### src/rtl/dmem_rmw_ctrl.sv
// Data-memory access controller: single-cycle word stores, read-modify-write
// sub-word stores and one-wait-state loads against a synchronous-read word memory.
//
// state   | meaning
// IDLE    | accept request; word store writes immediately
// RMW_RD  | read data returning; merge store lane into word
// RMW_WR  | write merged word back
// LD_WAIT | read data returning; register it for the load path
module dmem_rmw_ctrl #(
  parameter int          DMEM_AW    = 10,
  parameter logic [31:0] RESET_DATA = 32'h0
) (
  input  logic               clk,
  input  logic               rst_n,
  input  logic               MemWriteM,
  input  logic               MemReadM,
  input  logic [4:0]         MemSrcM,
  input  logic [31:0]        AddrM,
  input  logic [31:0]        StoreDataM,
  input  logic [31:0]        dmem_rdata,
  output logic [DMEM_AW-1:0] dmem_addr,
  output logic               dmem_re,
  output logic               dmem_we,
  output logic [31:0]        dmem_wdata,
  output logic [31:0]        ReadWordM,
  output logic               LoadValidM,
  output logic               StallM,
  output logic               MisalignM
);

  typedef enum logic [1:0] {IDLE, RMW_RD, RMW_WR, LD_WAIT} state_t;

  state_t      state;
  logic [31:0] merge_q;
  logic [31:0] merged;

  logic onehot, is_half, is_word;
  logic st_byte, st_half, st_word, st_ok, ld_ok, misal;
  logic in_idle, word_st, sub_st, load_go;
  logic unused_addr;

  // Size bits: [4]=membM [3]=memhM [2]=lwM [1]=membuM [0]=memhuM
  assign onehot  = (MemSrcM != 5'd0) && ((MemSrcM & (MemSrcM - 5'd1)) == 5'd0);
  assign is_half = onehot & (MemSrcM[3] | MemSrcM[0]);
  assign is_word = onehot & MemSrcM[2];

  // Unsigned size codes have no meaning for stores and decode to no access.
  assign st_byte = MemWriteM & onehot & MemSrcM[4];
  assign st_half = MemWriteM & onehot & MemSrcM[3];
  assign st_word = MemWriteM & onehot & MemSrcM[2];
  assign st_ok   = st_byte | st_half | st_word;
  assign ld_ok   = ~MemWriteM & MemReadM & onehot;
  assign misal   = (is_half & AddrM[0]) | (is_word & (AddrM[1:0] != 2'b00));

  // Strobes are gated by reset so nothing reaches memory while rst_n is low.
  assign in_idle = rst_n && (state == IDLE);
  assign word_st = in_idle & st_word & ~misal;
  assign sub_st  = in_idle & (st_byte | st_half) & ~misal;
  assign load_go = in_idle & ld_ok & ~misal;

  assign MisalignM  = in_idle & (st_ok | ld_ok) & misal;
  assign dmem_re    = sub_st | load_go;
  assign dmem_we    = word_st | (rst_n && (state == RMW_WR));
  assign StallM     = sub_st | load_go | (rst_n && (state == RMW_RD));
  assign dmem_wdata = word_st ? StoreDataM : merge_q;
  assign dmem_addr  = rst_n ? AddrM[DMEM_AW+1:2] : '0;

  assign unused_addr = ^AddrM[31:DMEM_AW+2];

  always_comb begin
    merged = dmem_rdata;
    if (MemSrcM[4])
      merged[{AddrM[1:0], 3'b000} +: 8] = StoreDataM[7:0];
    else if (MemSrcM[3])
      merged[{AddrM[1], 4'b0000} +: 16] = StoreDataM[15:0];
  end

  // Load data is registered, so ReadWordM/LoadValidM appear the cycle after LD_WAIT.
  always_ff @(posedge clk or negedge rst_n) begin
    if (!rst_n) begin
      state      <= IDLE;
      merge_q    <= RESET_DATA;
      ReadWordM  <= RESET_DATA;
      LoadValidM <= 1'b0;
    end else begin
      LoadValidM <= 1'b0;
      case (state)
        IDLE: begin
          if (sub_st)
            state <= RMW_RD;
          else if (load_go)
            state <= LD_WAIT;
        end
        RMW_RD: begin
          merge_q <= merged;
          state   <= RMW_WR;
        end
        RMW_WR: state <= IDLE;
        LD_WAIT: begin
          ReadWordM  <= dmem_rdata;
          LoadValidM <= 1'b1;
          state      <= IDLE;
        end
        default: state <= IDLE;
      endcase
    end
  end

endmodule

### config.mk
export PLATFORM = sky130hd
export DESIGN_NAME = dmem_rmw_ctrl
export DESIGN_NICKNAME = d
export VERILOG_FILES = /design/src/rtl/dmem_rmw_ctrl.sv
export SDC_FILE = /design/constraint.sdc
export NUM_CORES = 1
export LEC_CHECK = 0
export BUFFER_PORTS_ARGS = -buffer_cell sky130_fd_sc_hd__buf_2
export CORE_MARGIN = 8
export CORE_UTILIZATION = 52
export DETAILED_ROUTE_END_ITERATION = 8
export PLACE_DENSITY = 0.89
export SYNTH_ARGS = -nofsm -noshare
export SYNTH_HDL_FRONTEND = slang
export SYNTH_SLANG_ARGS = --single-unit
### constraint.sdc
create_clock -name clk -period 5.1 [get_ports clk]
set_input_delay 0.51 -clock clk [delete_from_list [all_inputs] [get_ports clk]]
set_output_delay 0.51 -clock clk [all_outputs]
set_load 0.005 [all_outputs]
==> results of run 1 <==
-- Yosys cell counts (4+ instances only) --
master / n / area [um^2]
inv_1: 38 / 143
a21oi_1: 50 / 250
nor2_1: 20 / 75.1
buf_2: 4 / 20.0
and2_1: 10 / 62.6
nand3_1: 16 / 80.1
mux2i_1: 16 / 160
mux2_2: 24 / 270
nand2_1: 117 / 439
ha_1: 5 / 62.6
mux2_1: 8 / 90.1
dfrtp_1: 67 / 1680
o21ai_0: 98 / 490
clkbuf_1: 26 / 97.6
-- worst register-to-register path: cells and delay by family, from the launching register on --
kind | cells | cell delay, ns
AND/OR/NAND/NOR | 1 | 0.86
AO/OA/AOI/OAI | 1 | 0.26
flip-flops | 1 | 0.41
-- cells by family after synthesis --
group	share of synthesized area
and+or+nand+nor	0.186
AOI/OAI and AO/OA	0.195
adders and majority gates	0.0150
DFF	0.403
buffers and inverters	0.0733
xor gates and xnor gates	0.00210
muxes	0.125
-- layer usage --
metal / routed length (um) / share of wire / vias to the layer above / global-route usage
li1: - / - / 2069 / -
met1: 5320 / 0.39 / 1979 / 0.281
met2: 6900 / 0.50 / 222 / 0.417
met3: 1110 / 0.080 / 40 / 0.0548
met4: 433 / 0.031 / 0 / 0.0968
met5: 0 / 0 / - / 0
-- cell usage in the layout (no fill, tap or decap), types with 2 or more instances in the layout --
cell type / synthesis / layout
mux2_1: 8 / 8
clkbuf_1: 26 / 2
nor2_1: 20 / 20
and2_1: 10 / 10
nand2_1: 117 / 116
clkbuf_8: 0 / 10
ha_1: 5 / 5
nor4bb_1: 3 / 3
mux2_2: 24 / 24
nor2b_1: 3 / 3
inv_1: 38 / 38
a21oi_1: 50 / 50
nand3_1: 16 / 16
dfrtp_1: 67 / 67
o21ai_1: 2 / 2
o21ai_0: 98 / 98
buf_4: 0 / 4
buf_2: 4 / 162
bufinv_16: 0 / 2
mux2i_1: 16 / 16
nor3_1: 3 / 3
-- worst paths after layout --
path | startpoint | endpoint | slack [ns] | cells after the start
hold / removal | rst_n | merge_q[12]$_DFFE_PN0P_ | 0.39 | 2
setup / recovery | MemSrcM[4] | dmem_wdata[16] | 1.41 | 8
max in group asynchronous | rst_n | merge_q[24]$_DFFE_PN0P_ | 4.09 | 2
setup reg to reg | state[1]$_DFFE_PN0P_ | merge_q[13]$_DFFE_PN0P_ | 3.38 | 2
min in group clk | dmem_rdata[25] | ReadWordM[25]$_DFFE_PN0P_ | 0.45 | 3
hold reg to reg | ReadWordM[29]$_DFFE_PN0P_ | ReadWordM[29]$_DFFE_PN0P_ | 0.48 | 2
-- registers in the layout, indices dropped and copies added, names as in the netlist --
name / count
state: 2
ReadWordM: 32
merge_q: 32
LoadValidM: 1
-- power by group through the flow --
stage	clock network, uW	registers, uW	logic, uW
after global placement	0	709	464
after floorplan	0	701	253
after global routing	518	721	544
after detailed placement	0	718	483
after CTS	497	708	486
final	496	708	483
-- metrics by stage --
stage                      util  power [uW]  setup WS (ns)
final                     0.672        1690           1.41
after detailed placement  0.644        1200           1.48
after CTS                 0.672        1690           1.47
after floorplan               -         954           2.35
after global placement    0.644        1170           1.60
after global routing      0.672        1780           1.24
-- layout make-up --
type                       instances  area (um^2)  share of cell area
multi-input combinational        389         2190               0.421
clock inverter                     4         73.8              0.0142
tap                              102          128              0.0246
sequential                        67         1680               0.323
clock buffer                      12          145              0.0280
timing repair buffer             166          841               0.162
inverter                          38          143              0.0275
==> metrics.log, run 1 <==
[metrics] crit path time final: 3.69 ns
[metrics] placer's final routability congestion estimate: 0.886
[metrics] total power per unit cell area: 325 mW/mm^2
[metrics] Worst path most repeated cell: buf_2
[metrics] highest attainable clock frequency: between 0.2 and 0.3 GHz
[metrics] # hold bufs at CTS: 0
[metrics] internal power summed over all cells: 1170 uW
[metrics] syn_area_per_cell: approximately 8 um^2
[metrics] Worst Path Max Fanout: between 60 and 70
[metrics] Layout Cell Area excl Fill: 0.00519 mm^2
[metrics] VDD IR-drop max: between 0.2 and 0.25 mV
[metrics] post-synthesis sequential area ratio: 0.403
[metrics] Synth Flop Type: dfrtp_1
[metrics] library cells used by synthesis: 33
[metrics] Num Clock Sinks: 67
[metrics] detailed-route wire length per cell: about 18 um
[metrics] Syn Inst Count: 530
[metrics] number of global-route vias before repair: ~4400
[metrics] starting density of the core: 0.539
[metrics] chip height: 105 um
[metrics] core area: 0.00773 mm^2
[metrics] Area Growth Syn to Fin: 24.7%
[metrics] share of power burned in registers: 0.420
[metrics] yosys synthesis warning count: 0
[metrics] relative contribution of the clock network to total power: 0.294
[metrics] number of buffers on the longest clock path: 2
[metrics] drt initial violations: about 210
[metrics] drt pass-1 iters: 6
[metrics] Final Max Slew Viols: 0
[metrics] crit start category: primary input
[metrics] instance count after placement with tap cells included: 762
[metrics] ANT nets after route: 0
[metrics] I/O pin count: between 150 and 200
[metrics] cell type group with the largest total delay on the critical path: buffers and inverters
[metrics] CTS tree: yes
[metrics] number of nets produced by synthesis: 640
[metrics] total of fill cells in the finished design: around 690
[metrics] post-layout instance count excluding filler cells: 778
[metrics] H-tree depth reported by CTS: 3
[metrics] setup skew after layout: 0.0140 ns
[metrics] nets: slightly below 800
[metrics] Final Cycle Share: 0.723
[metrics] Hold/Removal Path Class: primary input to asynchronous set/reset pin
[metrics] worst-margin pin slew: 1.29 ns
[metrics] I/O Buffers: ~160
[metrics] flops & latches, synth: 67
[metrics] number of flops mapped to enable cells by yosys: 0
[metrics] clock slew seen by the registers of the worst setup and hold paths: roughly 0.080 ns
[metrics] Netlist Area Pre-Place: between 0.004 and 0.005 mm^2
[metrics] via count: 4310
[metrics] setup repair after global routing missed its margin: false
[metrics] pin count of the biggest net entering global routing: 79
[metrics] Max transition margin: 0.127
[metrics] Leak: 0.00272 uW
[metrics] aggregate negative setup slack: 0 ns
[metrics] crit path buf inv count: 3
[metrics] number of setup violations in the final report: 0
[metrics] combinational fraction of design power: 0.286
[metrics] number of antenna cells inserted: 0
[metrics] overflow left after global routing: 0
[metrics] Min Hold Slack: roughly 0.39 ns
[metrics] Total Routing Usage GR: 0.241
[metrics] switching component of the power: approximately 520 uW
[metrics] asr flop ratio synth: 1.00
[metrics] Root Driver: clkbuf_8
[metrics] number of gates given a new drive strength after cts: 0
[metrics] fraction of layout instances using a drive strength above 1: 0.306
[metrics] count of maximum capacitance violations: 0
[metrics] arrival time at the worst endpoint: ~3.2 ns
[metrics] insertion delay to the later sink of the worst-skew pair: between 0.3 and 0.4 ns
[metrics] CP required: 4.59 ns
[metrics] ordered list of cells on the worst path: buf_2, nor2b_1, o21ai_1, nand2_1, a211oi_4, buf_4, mux2_2, buf_2
[metrics] outcome: finished, final reports clean
[metrics] initial antenna violation count: 0
[metrics] Post-CTS Setup Inserts: 0
[metrics] hold violation count in the final report: 0
[metrics] placement row count: 32
[metrics] capturing element type of the critical path: output port
[metrics] overall die width: roughly 110 um
[metrics] cell area after placement: between 0.004 and 0.005 mm^2
[metrics] share of total power consumed by net switching: 0.306
[metrics] full die area: 0.0111 mm^2
[metrics] drt total wl: ~14000 um
[metrics] via/cell ratio: between 5 and 6
[metrics] critical path class: primary input to output port
[metrics] wire length of the first global-routing pass: about 22000 um
[metrics] sum of net half-perimeters after detailed placement: roughly 10000 um
[metrics] cell with the largest stage delay on the worst path: buf_2
[metrics] clock buffer count from CTS: 9
[metrics] DRC viols: 0
[metrics] worst stage delay on the critical path: approximately 0.85 ns
Note: power is estimated with default switching activity, not from simulation.
==> run 2, diff against run 1 <==
- CORE_UTILIZATION: 52 -> 48
- PLACE_DENSITY: 0.89 -> 0.83
- clock period: 5.1 -> 3.4 ns (I/O delays scaled with it)
==> metrics.log, run 2 (same netlist as run 1, synthesis figures left out) <==
[metrics] Final Max Slew Viols: 0 (unchanged)
[metrics] insertion delay to the later sink of the worst-skew pair: 0.34 ns (about the same)
[metrics] setup skew after layout: 0.0105 ns (-0.00347 ns)
[metrics] Post-CTS Setup Inserts: 0 (unchanged)
[metrics] Area Growth Syn to Fin: 25.6%
[metrics] pin count of the biggest net entering global routing: 66 (-16%)
[metrics] routed metal-1 wirelength: 5420 um (+1.8%)
[metrics] number of global-route vias before repair: 4343 (-2.1%)
[metrics] clock buffer count from CTS: 9 (unchanged)
[metrics] via/cell ratio: 5.39 (-2.6%)
[metrics] total power per unit cell area: 469 mW/mm^2 (+44%)
[metrics] H-tree depth reported by CTS: 3 (unchanged)
[metrics] min setup slack post-route: 0.751 ns (-0.663 ns)
[metrics] arrival time at the worst endpoint: 2.31 ns (-0.87 ns)
[metrics] Worst path most repeated cell: buf_2
[metrics] post-layout instance count excluding filler cells: 791 (+1.7%)
[metrics] full die area: 0.0119 mm^2 (+7.1%)
[metrics] via count: 4267 (-1.0%)
[metrics] Num Clock Sinks: 67 (unchanged)
[metrics] leading cell type in the layout, fill and taps excluded: buf_2
[metrics] outcome: finished, final reports clean
[metrics] count of maximum capacitance violations: 0 (unchanged)
[metrics] Leak: 0.00274 uW (+0.85%)
[metrics] fraction of layout instances using a drive strength above 1: 0.315 (+0.00857)
[metrics] crit path buf inv count: 4 (+1)
[metrics] highest attainable clock frequency: around 0.38 GHz
[metrics] Max transition margin: 0.324 (+0.196)
[metrics] placer's final routability congestion estimate: 0.873 (-1.5%)
[metrics] worst stage delay on the critical path: 0.39 ns (-0.46 ns)
[metrics] Worst Path Max Fanout: 21 (-69%)
[metrics] cell type group with the largest total delay on the critical path: buffers and inverters
[metrics] ordered list of cells on the worst path: buf_2, inv_1, ha_1, o21ai_1, a211oi_4, buf_4, mux2_1, buf_2
[metrics] number of setup violations in the final report: 0 (unchanged)
[metrics] crit start category: primary input
[metrics] core area: 0.00855 mm^2 (+11%)
[metrics] wire length of the first global-routing pass: 21400 um (-2.0%)
[metrics] drt initial violations: 233 (+12%)
[metrics] CP required: 3.06 ns (-1.53 ns)
[metrics] Final Cycle Share: 0.779
[metrics] initial antenna violation count: 0 (unchanged)
[metrics] critical path class: primary input to output port
[metrics] number of buffers on the longest clock path: 2 (unchanged)
[metrics] Root Driver: clkbuf_8
[metrics] crit path time final: between 2 and 3 ns
[metrics] end-of-flow core utilization: 0.611 (-0.0606)
[metrics] clock slew seen by the registers of the worst setup and hold paths: 0.08 ns (about the same)
[metrics] pre-CTS worst setup slack: 0.793 ns (-0.683 ns)
[metrics] aggregate negative setup slack: 0 ns (unchanged)
[metrics] metal3 WL: 1140 um (+2.6%)
[metrics] CTS tree: yes
[metrics] Hold/Removal Path Class: primary input to asynchronous set/reset pin
[metrics] I/O Buffers: 163 (unchanged)
[metrics] instance count after placement with tap cells included: 775 (+1.7%)
[metrics] Layout Cell Area excl Fill: 0.00523 mm^2 (+0.67%)
[metrics] cell with the largest stage delay on the worst path: o21ai_1
[metrics] highest-count cells in the layout ignoring fill and taps: 162 x buf_2, 116 x nand2_1, 98 x o21ai_0
[metrics] placement row count: 34 (+6.3%)
[metrics] drt total wl: 13400 um (-2.5%)
[metrics] capturing element type of the critical path: output port
[metrics] uppermost metal layer occupied by signal nets: met4
[metrics] number of antenna cells inserted: 0 (unchanged)
[metrics] nets: 788 (+0.90%)
[metrics] cell area after placement: 0.00503 mm^2 (+1.2%)
[metrics] chip height: 109 um (+3.5%)
[metrics] setup repair after global routing missed its margin: false
[metrics] Total Routing Usage GR: 0.227 (-0.0136)
[metrics] overflow left after global routing: 0 (unchanged)
[metrics] detailed-route wire length per cell: 17.0 um (-4.1%)
[metrics] Top Registers: ReadWordM (32), merge_q (32), state (2)
[metrics] DRC viols: 0 (unchanged)
[metrics] hold violation count in the final report: 0 (unchanged)
[metrics] overall die width: 109 um (+3.5%)
[metrics] starting density of the core: 0.487 (-0.0519)
[metrics] sum of net half-perimeters after detailed placement: 10200 um (+1.5%)
[metrics] VDD IR-drop max: 0.266 mV (+20%)
[metrics] total of fill cells in the finished design: 789 (+15%)
[metrics] I/O pin count: 184 (unchanged)
[metrics] number of gates given a new drive strength after cts: 0 (unchanged)
[metrics] ANT nets after route: 0 (unchanged)
[metrics] worst-margin pin slew: 1.01 ns (-0.280 ns)
[metrics] drt pass-1 iters: 5 (-1)
[metrics] # hold bufs at CTS: 0 (unchanged)
[metrics] amount of wire on met2 after detailed routing: 6490 um (-6.0%)
[run 2: final cells by class]
class                           instances  area [um^2]  area share
Clock buffer                           11          141      0.0270
Clock inverter                          5         52.6      0.0101
Inverter                               38          143      0.0273
Multi-Input combinational cell        389         2190       0.418
Sequential cell                        67         1680       0.321
Tap cell                              108          135      0.0258
Timing Repair Buffer                  173          893       0.171
[run 2: per-layer routing]
layer,GRT usage,up-vias
met2,0.381,179
met5,0,-
met1,0.276,1983
li1,-,2072
met4,0.0948,0
met3,0.0491,33
[run 2: stage by stage]
stage               hold slack, ns  total power, uW
floorplan                   0.0444             1430
global placement             0.399             1770
detailed placement           0.413             1810
CTS                         0.0430             2470
global route                0.0587             2600
finish                      0.0239             2450
[run 2: where the power goes]
group	total [uW]	internal, uW	switching (uW)
logic	723	355	368
clock network	669	355	314
registers	1060	969	90.9
[run 2: path summary, 6_finish.rpt]
check / startpoint / endpoint / slack, ns / depth (start not counted)
max: AddrM[1] / dmem_wdata[15] / 0.75 / 8
max in group asynchronous: rst_n / state[0]$_DFFE_PN0P_ / 2.47 / 3
min reg2reg: merge_q[10]$_DFFE_PN0P_ / merge_q[10]$_DFFE_PN0P_ / 0.48 / 2
min: rst_n / merge_q[2]$_DFFE_PN0P_ / 0.02 / 2
max reg2reg: state[0]$_DFFE_PN0P_ / ReadWordM[0]$_DFFE_PN0P_ / 1.78 / 2
min in group clk: dmem_rdata[20] / ReadWordM[20]$_DFFE_PN0P_ / 0.28 / 3
[run 2: worst reg2reg max path, cell delays in order, from the launching register on]
cell	delay, ns
dfrtp_1	0.42
nand2_2	0.75
o21ai_0	0.28
